**src/rtl/taxi_pkg.sv**
```systemverilog
// Shared types and defaults for the taxi meter trip sequencer.
package taxi_pkg;

   typedef enum logic [1:0] {
      ST_IDLE   = 2'd0,
      ST_DRIVE  = 2'd1,
      ST_WAIT   = 2'd2,
      ST_SETTLE = 2'd3
   } trip_state_t;

   localparam logic [19:0] CNT_MAX_DEFAULT = 20'd999_999;
   localparam logic [25:0] FREQ_DEFAULT    = 26'd50_000_000;

   // A trip is considered active in every state except IDLE.
   function automatic logic trip_active(input trip_state_t st);
      return st != ST_IDLE;
   endfunction

endpackage

```
**src/rtl/trip_ctrl_if.sv**
```systemverilog
// Key, distance strobe and sequencing-strobe bundle between the board side and trip_ctrl.
interface trip_ctrl_if;

   logic       key_start;
   logic       key_wait;
   logic       key_stop;
   logic       pulse_flag;
   logic [1:0] trip_stat;
   logic       meter_clr;
   logic       dist_en;
   logic       wait_en;
   logic       sec_tick;
   logic       disp_freeze;
   logic       seg_en;

   modport master (
      output key_start, key_wait, key_stop, pulse_flag,
      input  trip_stat, meter_clr, dist_en, wait_en, sec_tick, disp_freeze, seg_en
   );

   modport slave (
      input  key_start, key_wait, key_stop, pulse_flag,
      output trip_stat, meter_clr, dist_en, wait_en, sec_tick, disp_freeze, seg_en
   );

endinterface

```
**src/rtl/key_filter.sv**
```systemverilog
// Synchronises an active-low raw key, debounces it and emits a single press strobe
// once the key has been held low long enough; re-arms only after release.
module key_filter
   import taxi_pkg::*;
#(
   parameter logic [19:0] CNT_MAX = CNT_MAX_DEFAULT
) (
   input  logic sys_clk,
   input  logic sys_rst,
   input  logic key_n,
   output logic press
);

   logic        key_meta_q, key_meta_d;
   logic        key_sync_q, key_sync_d;
   logic [19:0] cnt_q, cnt_d;
   logic        held_q, held_d;
   logic        press_q, press_d;

   // The strobe is taken one edge after the counter saturates, and held_q blocks
   // any repeat until the synchronised key goes high again.
   always_comb begin
      key_meta_d = key_n;
      key_sync_d = key_meta_q;
      cnt_d      = cnt_q;
      held_d     = held_q;
      press_d    = 1'b0;
      if (key_sync_q) begin
         cnt_d  = 20'd0;
         held_d = 1'b0;
      end else begin
         if (cnt_q != CNT_MAX) begin
            cnt_d = cnt_q + 20'd1;
         end
         if ((cnt_q == CNT_MAX) && !held_q) begin
            press_d = 1'b1;
            held_d  = 1'b1;
         end
      end
   end

   always_ff @(posedge sys_clk or posedge sys_rst) begin
      if (sys_rst) begin
         key_meta_q <= 1'b1;
         key_sync_q <= 1'b1;
         cnt_q      <= 20'd0;
         held_q     <= 1'b0;
         press_q    <= 1'b0;
      end else begin
         key_meta_q <= key_meta_d;
         key_sync_q <= key_sync_d;
         cnt_q      <= cnt_d;
         held_q     <= held_d;
         press_q    <= press_d;
      end
   end

   assign press = press_q;

endmodule

```
**src/rtl/trip_ctrl.sv**
```systemverilog
// Taxi meter trip sequencer: debounced keys drive the IDLE/DRIVE/WAIT/SETTLE machine,
// which times seconds and strobes the fare datapath and display.
module trip_ctrl
   import taxi_pkg::*;
#(
   parameter logic [19:0] CNT_MAX     = CNT_MAX_DEFAULT,
   parameter logic [25:0] FREQ        = FREQ_DEFAULT,
   parameter logic [7:0]  AUTO_WAIT_S = 8'd10,
   parameter logic [7:0]  SETTLE_S    = 8'd30
) (
   input  logic          sys_clk,
   input  logic          sys_rst,
   trip_ctrl_if.slave    bus
);

   logic start_press, wait_press, stop_press;

   key_filter #(.CNT_MAX(CNT_MAX)) u_start (
      .sys_clk (sys_clk),
      .sys_rst (sys_rst),
      .key_n   (bus.key_start),
      .press   (start_press)
   );

   key_filter #(.CNT_MAX(CNT_MAX)) u_wait (
      .sys_clk (sys_clk),
      .sys_rst (sys_rst),
      .key_n   (bus.key_wait),
      .press   (wait_press)
   );

   key_filter #(.CNT_MAX(CNT_MAX)) u_stop (
      .sys_clk (sys_clk),
      .sys_rst (sys_rst),
      .key_n   (bus.key_stop),
      .press   (stop_press)
   );

   trip_state_t state_q, state_d;
   logic [25:0] presc_q, presc_d;
   logic [7:0]  idle_sec_q, idle_sec_d;
   logic [7:0]  settle_sec_q, settle_sec_d;
   logic        meter_clr_q, meter_clr_d;
   logic        dist_en_q, dist_en_d;
   logic        wait_en_q, wait_en_d;
   logic        disp_freeze_q, disp_freeze_d;
   logic        seg_en_q, seg_en_d;

   logic sec_tick;
   logic auto_wait;
   logic settle_expiry;
   logic state_change;

   // A distance pulse in the same cycle as the last idle second cancels auto-wait.
   always_comb begin
      sec_tick      = trip_active(state_q) && (presc_q == FREQ - 26'd1);
      auto_wait     = (idle_sec_q == AUTO_WAIT_S - 8'd1) && sec_tick && !bus.pulse_flag;
      settle_expiry = (settle_sec_q == SETTLE_S - 8'd1) && sec_tick;
   end

   always_comb begin
      state_d = state_q;
      unique case (state_q)
         ST_IDLE: begin
            if (start_press) state_d = ST_DRIVE;
         end
         ST_DRIVE: begin
            if (stop_press)      state_d = ST_SETTLE;
            else if (wait_press) state_d = ST_WAIT;
            else if (auto_wait)  state_d = ST_WAIT;
         end
         ST_WAIT: begin
            if (stop_press)                         state_d = ST_SETTLE;
            else if (wait_press || bus.pulse_flag)  state_d = ST_DRIVE;
         end
         ST_SETTLE: begin
            if (start_press)        state_d = ST_DRIVE;
            else if (settle_expiry) state_d = ST_IDLE;
         end
         default: state_d = ST_IDLE;
      endcase
   end

   // Every timer restarts from zero on entry to a new state.
   always_comb begin
      state_change = (state_d != state_q);
      presc_d      = presc_q + 26'd1;
      idle_sec_d   = idle_sec_q;
      settle_sec_d = settle_sec_q;
      if (!trip_active(state_q) || state_change || sec_tick) begin
         presc_d = 26'd0;
      end
      if (state_change || bus.pulse_flag) begin
         idle_sec_d = 8'd0;
      end else if ((state_q == ST_DRIVE) && sec_tick) begin
         idle_sec_d = idle_sec_q + 8'd1;
      end
      if (state_change) begin
         settle_sec_d = 8'd0;
      end else if ((state_q == ST_SETTLE) && sec_tick) begin
         settle_sec_d = settle_sec_q + 8'd1;
      end
   end

   // Strobes are decoded from the next state so they change on the same edge as trip_stat.
   always_comb begin
      meter_clr_d   = (state_d == ST_DRIVE) &&
                      ((state_q == ST_IDLE) || (state_q == ST_SETTLE));
      dist_en_d     = (state_d == ST_DRIVE) || (state_d == ST_WAIT);
      wait_en_d     = (state_d == ST_WAIT);
      disp_freeze_d = (state_d == ST_SETTLE);
      seg_en_d      = trip_active(state_d);
   end

   always_ff @(posedge sys_clk or posedge sys_rst) begin
      if (sys_rst) begin
         state_q       <= ST_IDLE;
         presc_q       <= 26'd0;
         idle_sec_q    <= 8'd0;
         settle_sec_q  <= 8'd0;
         meter_clr_q   <= 1'b0;
         dist_en_q     <= 1'b0;
         wait_en_q     <= 1'b0;
         disp_freeze_q <= 1'b0;
         seg_en_q      <= 1'b0;
      end else begin
         state_q       <= state_d;
         presc_q       <= presc_d;
         idle_sec_q    <= idle_sec_d;
         settle_sec_q  <= settle_sec_d;
         meter_clr_q   <= meter_clr_d;
         dist_en_q     <= dist_en_d;
         wait_en_q     <= wait_en_d;
         disp_freeze_q <= disp_freeze_d;
         seg_en_q      <= seg_en_d;
      end
   end

   assign bus.trip_stat   = state_q;
   assign bus.meter_clr   = meter_clr_q;
   assign bus.dist_en     = dist_en_q;
   assign bus.wait_en     = wait_en_q;
   assign bus.sec_tick    = sec_tick;
   assign bus.disp_freeze = disp_freeze_q;
   assign bus.seg_en      = seg_en_q;

endmodule

```
**src/flat_wrapper.sv**
```systemverilog
// flat-port wrapper written by rule: the top's interface ports become plain ports
module trip_ctrl_flat import taxi_pkg::*;
#(
   parameter logic [19:0] CNT_MAX     = CNT_MAX_DEFAULT,
   parameter logic [25:0] FREQ        = FREQ_DEFAULT,
   parameter logic [7:0]  AUTO_WAIT_S = 8'd10,
   parameter logic [7:0]  SETTLE_S    = 8'd30
)
  (sys_clk, sys_rst, bus_key_start, bus_key_wait, bus_key_stop, bus_pulse_flag, bus_trip_stat, bus_meter_clr, bus_dist_en, bus_wait_en, bus_sec_tick, bus_disp_freeze, bus_seg_en);
  trip_ctrl_if bus_i ();
  input  logic sys_clk;
  input  logic sys_rst;
  input wire logic [$bits(bus_i.key_start)-1:0] bus_key_start;
  input wire logic [$bits(bus_i.key_wait)-1:0] bus_key_wait;
  input wire logic [$bits(bus_i.key_stop)-1:0] bus_key_stop;
  input wire logic [$bits(bus_i.pulse_flag)-1:0] bus_pulse_flag;
  output wire logic [$bits(bus_i.trip_stat)-1:0] bus_trip_stat;
  output wire logic [$bits(bus_i.meter_clr)-1:0] bus_meter_clr;
  output wire logic [$bits(bus_i.dist_en)-1:0] bus_dist_en;
  output wire logic [$bits(bus_i.wait_en)-1:0] bus_wait_en;
  output wire logic [$bits(bus_i.sec_tick)-1:0] bus_sec_tick;
  output wire logic [$bits(bus_i.disp_freeze)-1:0] bus_disp_freeze;
  output wire logic [$bits(bus_i.seg_en)-1:0] bus_seg_en;
  assign bus_i.key_start = bus_key_start;
  assign bus_i.key_wait = bus_key_wait;
  assign bus_i.key_stop = bus_key_stop;
  assign bus_i.pulse_flag = bus_pulse_flag;
  assign bus_trip_stat = bus_i.trip_stat;
  assign bus_meter_clr = bus_i.meter_clr;
  assign bus_dist_en = bus_i.dist_en;
  assign bus_wait_en = bus_i.wait_en;
  assign bus_sec_tick = bus_i.sec_tick;
  assign bus_disp_freeze = bus_i.disp_freeze;
  assign bus_seg_en = bus_i.seg_en;
  trip_ctrl #(.CNT_MAX(CNT_MAX), .FREQ(FREQ), .AUTO_WAIT_S(AUTO_WAIT_S), .SETTLE_S(SETTLE_S)) u_core (.sys_clk(sys_clk), .sys_rst(sys_rst), .bus(bus_i));
endmodule
```
**config.mk**
```make
export PLATFORM = sky130hd
export DESIGN_NAME = trip_ctrl_flat
export DESIGN_NICKNAME = d
export VERILOG_FILES = /design/src/rtl/taxi_pkg.sv /design/src/rtl/trip_ctrl_if.sv /design/src/rtl/key_filter.sv /design/src/rtl/trip_ctrl.sv /design/src/flat_wrapper.sv
export SDC_FILE = /design/constraint.sdc
export NUM_CORES = 1
export LEC_CHECK = 0
export ABC_CLOCK_PERIOD_IN_PS = 6900
export CAP_MARGIN = 20
export CORE_ASPECT_RATIO = 1.75
export CORE_MARGIN = 4
export CORE_UTILIZATION = 45
export CTS_BUF_LIST = sky130_fd_sc_hd__clkbuf_8
export DETAILED_ROUTE_END_ITERATION = 6
export GPL_TIMING_DRIVEN = 1
export HOLD_SLACK_MARGIN = 0.12
export PLACE_DENSITY = 0.61
export SLEW_MARGIN = 20
export SYNTH_ARGS = -nofsm -noshare
export SYNTH_HDL_FRONTEND = slang
export SYNTH_SLANG_ARGS = --single-unit
```
**constraint.sdc**
```tcl
create_clock -name sys_clk -period 6.9 [get_ports sys_clk]
set_input_delay 1.38 -clock sys_clk [delete_from_list [all_inputs] [get_ports sys_clk]]
set_output_delay 1.38 -clock sys_clk [all_outputs]
set_load 0.005 [all_outputs]
```
==> metrics <==
Slew HR=42.44%; critical path class=flip-flop to primary output; critical path, cell by cell=inv_1 > ha_1 > nor4b_2 > nand4_4 > nor2_4 > clkdlybuf4s50_1; IO Count=14; WP data required=5.52 ns; pre-CTS setup slack=2.656 ns; hold buffer count at CTS=0; Worst Hold Class=flip-flop to flip-flop; final wirelength=12430 um; Worst-Margin Slew=0.8616 ns; CTS resizes=0; setup ws final=2.661 ns; core area=13520 um2; maximum clock path buffer count=2; chip width=97.27 um; Worst-Skew Late Latency=0.44 ns; initial antenna violation count=0; largest net degree at the start of global routing=64; Nets=654; hold path startpoint=u_core.u_wait.key_meta_q$_DFF_PP1_; crit-path max FO=8; crit path time final=4.239 ns; top_reg_cell synth=dfrtp_1; vias in the first global route=4762; synth unique cells=56; Arr. time, crit path=2.86 ns; maximum clock frequency=235.9 MHz; antenna viol nets, final=0; die area=15970 um2; delay-heaviest family, CP=simple AND/OR/NAND/NOR gates; Initial DRC Count=208; drc violations=0; reg2reg start=u_core.bus.trip_stat[0]$_DFF_PP0_; post-DR vias/cell=5.565; Mapped Nets=643; RePlAce Congestion=0.8546; VDD IR max=0.0001339 V; htree depth=4; vias=4558; slowest stage cell, crit path=clkdlybuf4s50_1; Fill cells=1188; Post-CTS Setup Bufs=0; max incr delay on CP=0.56 ns; initial core utilization=46.40%; sequential area share after synthesis=48.37%; Post-Synthesis Cells=621; grt ovf=0; Post-Synthesis Cell Area=6275 um2; #FFs+latches synth=121; RSZ-0062 raised after global routing=no; Final Setup Violations=0; CTS Root Buffer Type=clkbuf_8; Num CTS Buffers=17; n_diodes=0; Critical path origin=u_core.bus.trip_stat[0]$_DFF_PP0_; GRT Overall Usage=16.87%; final critical-path share of the clock period=61.44%; Critical Path Sink Type=primary output; commonest non-fill, non-tap cell in the layout=dfrtp_1; # clock sinks=121; synthesized area per cell=10.10 um2; # rows=56; WL/cell=15.18 um; layout cells sized above 1=11.47%; Worst-path clk slew=0.07 ns; first-pass GRT wire length=22000 um; TNS Setup=0 ns; Slew Limit Fails=0; Post-synth EDFFs=0; Leak=0.002895 uW; P&R area growth vs syn=10.39%; Worst setup SP type=flip-flop; drt pass-1 iters=4; Max Cap Viol=0; Die Span Y=164.2 um; Final Hold Violating Endpoints=0; most frequent cells in the layout=dfrtp_1 (115), nor2_1 (65), nor3_1 (45); clock skew=0.01443 ns; ys async rst share=100.0%; Crit path buffers/inverters=2; CTS tree=built; HPWL Detailed=8540 um; yosys warns=0; outcome=finished, final reports clean; Port Buffers=13; Cell Pwr Density=209.0 nW/um2
==> flip-flops by register name, summed over array words and instances, names as in the netlist, 2 cells and up <==
signal                cells
u_core.presc_q           26
u_core.u_start.cnt_q     20
u_core.u_stop.cnt_q      20
u_core.u_wait.cnt_q      20
u_core.idle_sec_q         8
u_core.settle_sec_q       8
u_core.bus.trip_stat      2
==> where the power goes <==
group          switching, uW  internal, uW
clock                    301           391
sequential              11.6           716
combinational           19.8          8.16
==> synth_stat cells, types with 4 or more instances <==
library cell    n  share of area, %
dfrtp_1       115                46
nor3_2         10               1.6
or2_2           7              0.70
nor4_1         17               1.7
inv_1          22               1.3
o21ai_0        14               1.1
or3_1          10               1.0
nor2_1         65               3.9
a21oi_1        14               1.1
and4_1          8               1.1
xnor2_1        42               5.9
nor4b_1         4              0.56
dfstp_2         6               2.5
and3_1         12               1.2
nor3b_1         4              0.48
nand3_1        32               2.6
xor2_1         41               5.7
nand2_1        40               2.4
nor3_1         45               3.6
clkbuf_1       14              0.84
nand4_1        29               2.9
buf_6           4              0.72
ha_1           16               3.2
==> cell type report <==
cell class | count | area, um2 | share of cell area (%)
Sequential cell | 121 | 3035 | 43.82
Multi-Input combinational cell | 455 | 3004 | 43.37
Clock buffer | 20 | 275.3 | 3.974
Tap cell | 174 | 217.7 | 3.143
Clock inverter | 12 | 163.9 | 2.366
Timing Repair Buffer | 15 | 145.1 | 2.095
Inverter | 22 | 85.08 | 1.228
==> path summary, 6_finish.rpt <==
path,end,slack (ns),depth (start not counted)
min in group asynchronous,u_core.u_stop.cnt_q[2]$_DFFE_PP0P_,1.42,2
worst min register to register,u_core.u_wait.key_sync_q$_DFF_PP1_,0.36,0
max in group asynchronous,u_core.presc_q[18]$_DFF_PP0_,4.22,3
worst max-delay path,bus_sec_tick,2.66,6
worst min-delay path,u_core.u_wait.key_sync_q$_DFF_PP1_,0.36,0
worst max register to register,u_core.presc_q[5]$_DFF_PP0_,3.38,9
==> layer usage <==
layer	track usage [%]	share of wire (%)	vias up
met2	30.60	54	68
met5	0	0	-
met3	3.825	2.9	30
met4	6.553	2.1	0
met1	19.25	41	2250
li1	-	-	2210
==> cells by family after synthesis <==
family / Yosys count / share of synthesized area, %
flops: 121 / 48.37
fa+ha+maj: 16 / 3.190
buf+inv: 45 / 3.749
xor+xnor: 83 / 11.59
compound gates: 45 / 4.766
simple gates: 311 / 28.33
==> per-stage QoR <==
step	instances	total power [uW]	cell area, um2	hold slack (ns)	util [%]
after floorplan	621	758.7	6275	0.3452	-
after global placement	787	769.7	6487	0.3455	47.97
after detailed placement	787	771.0	6487	0.3475	47.97
after CTS	819	1467	6927	0.3581	51.22
after global routing	819	1508	6927	0.3587	51.22
final	819	1448	6927	0.3567	51.22
Power figures use the tool's default switching activity.
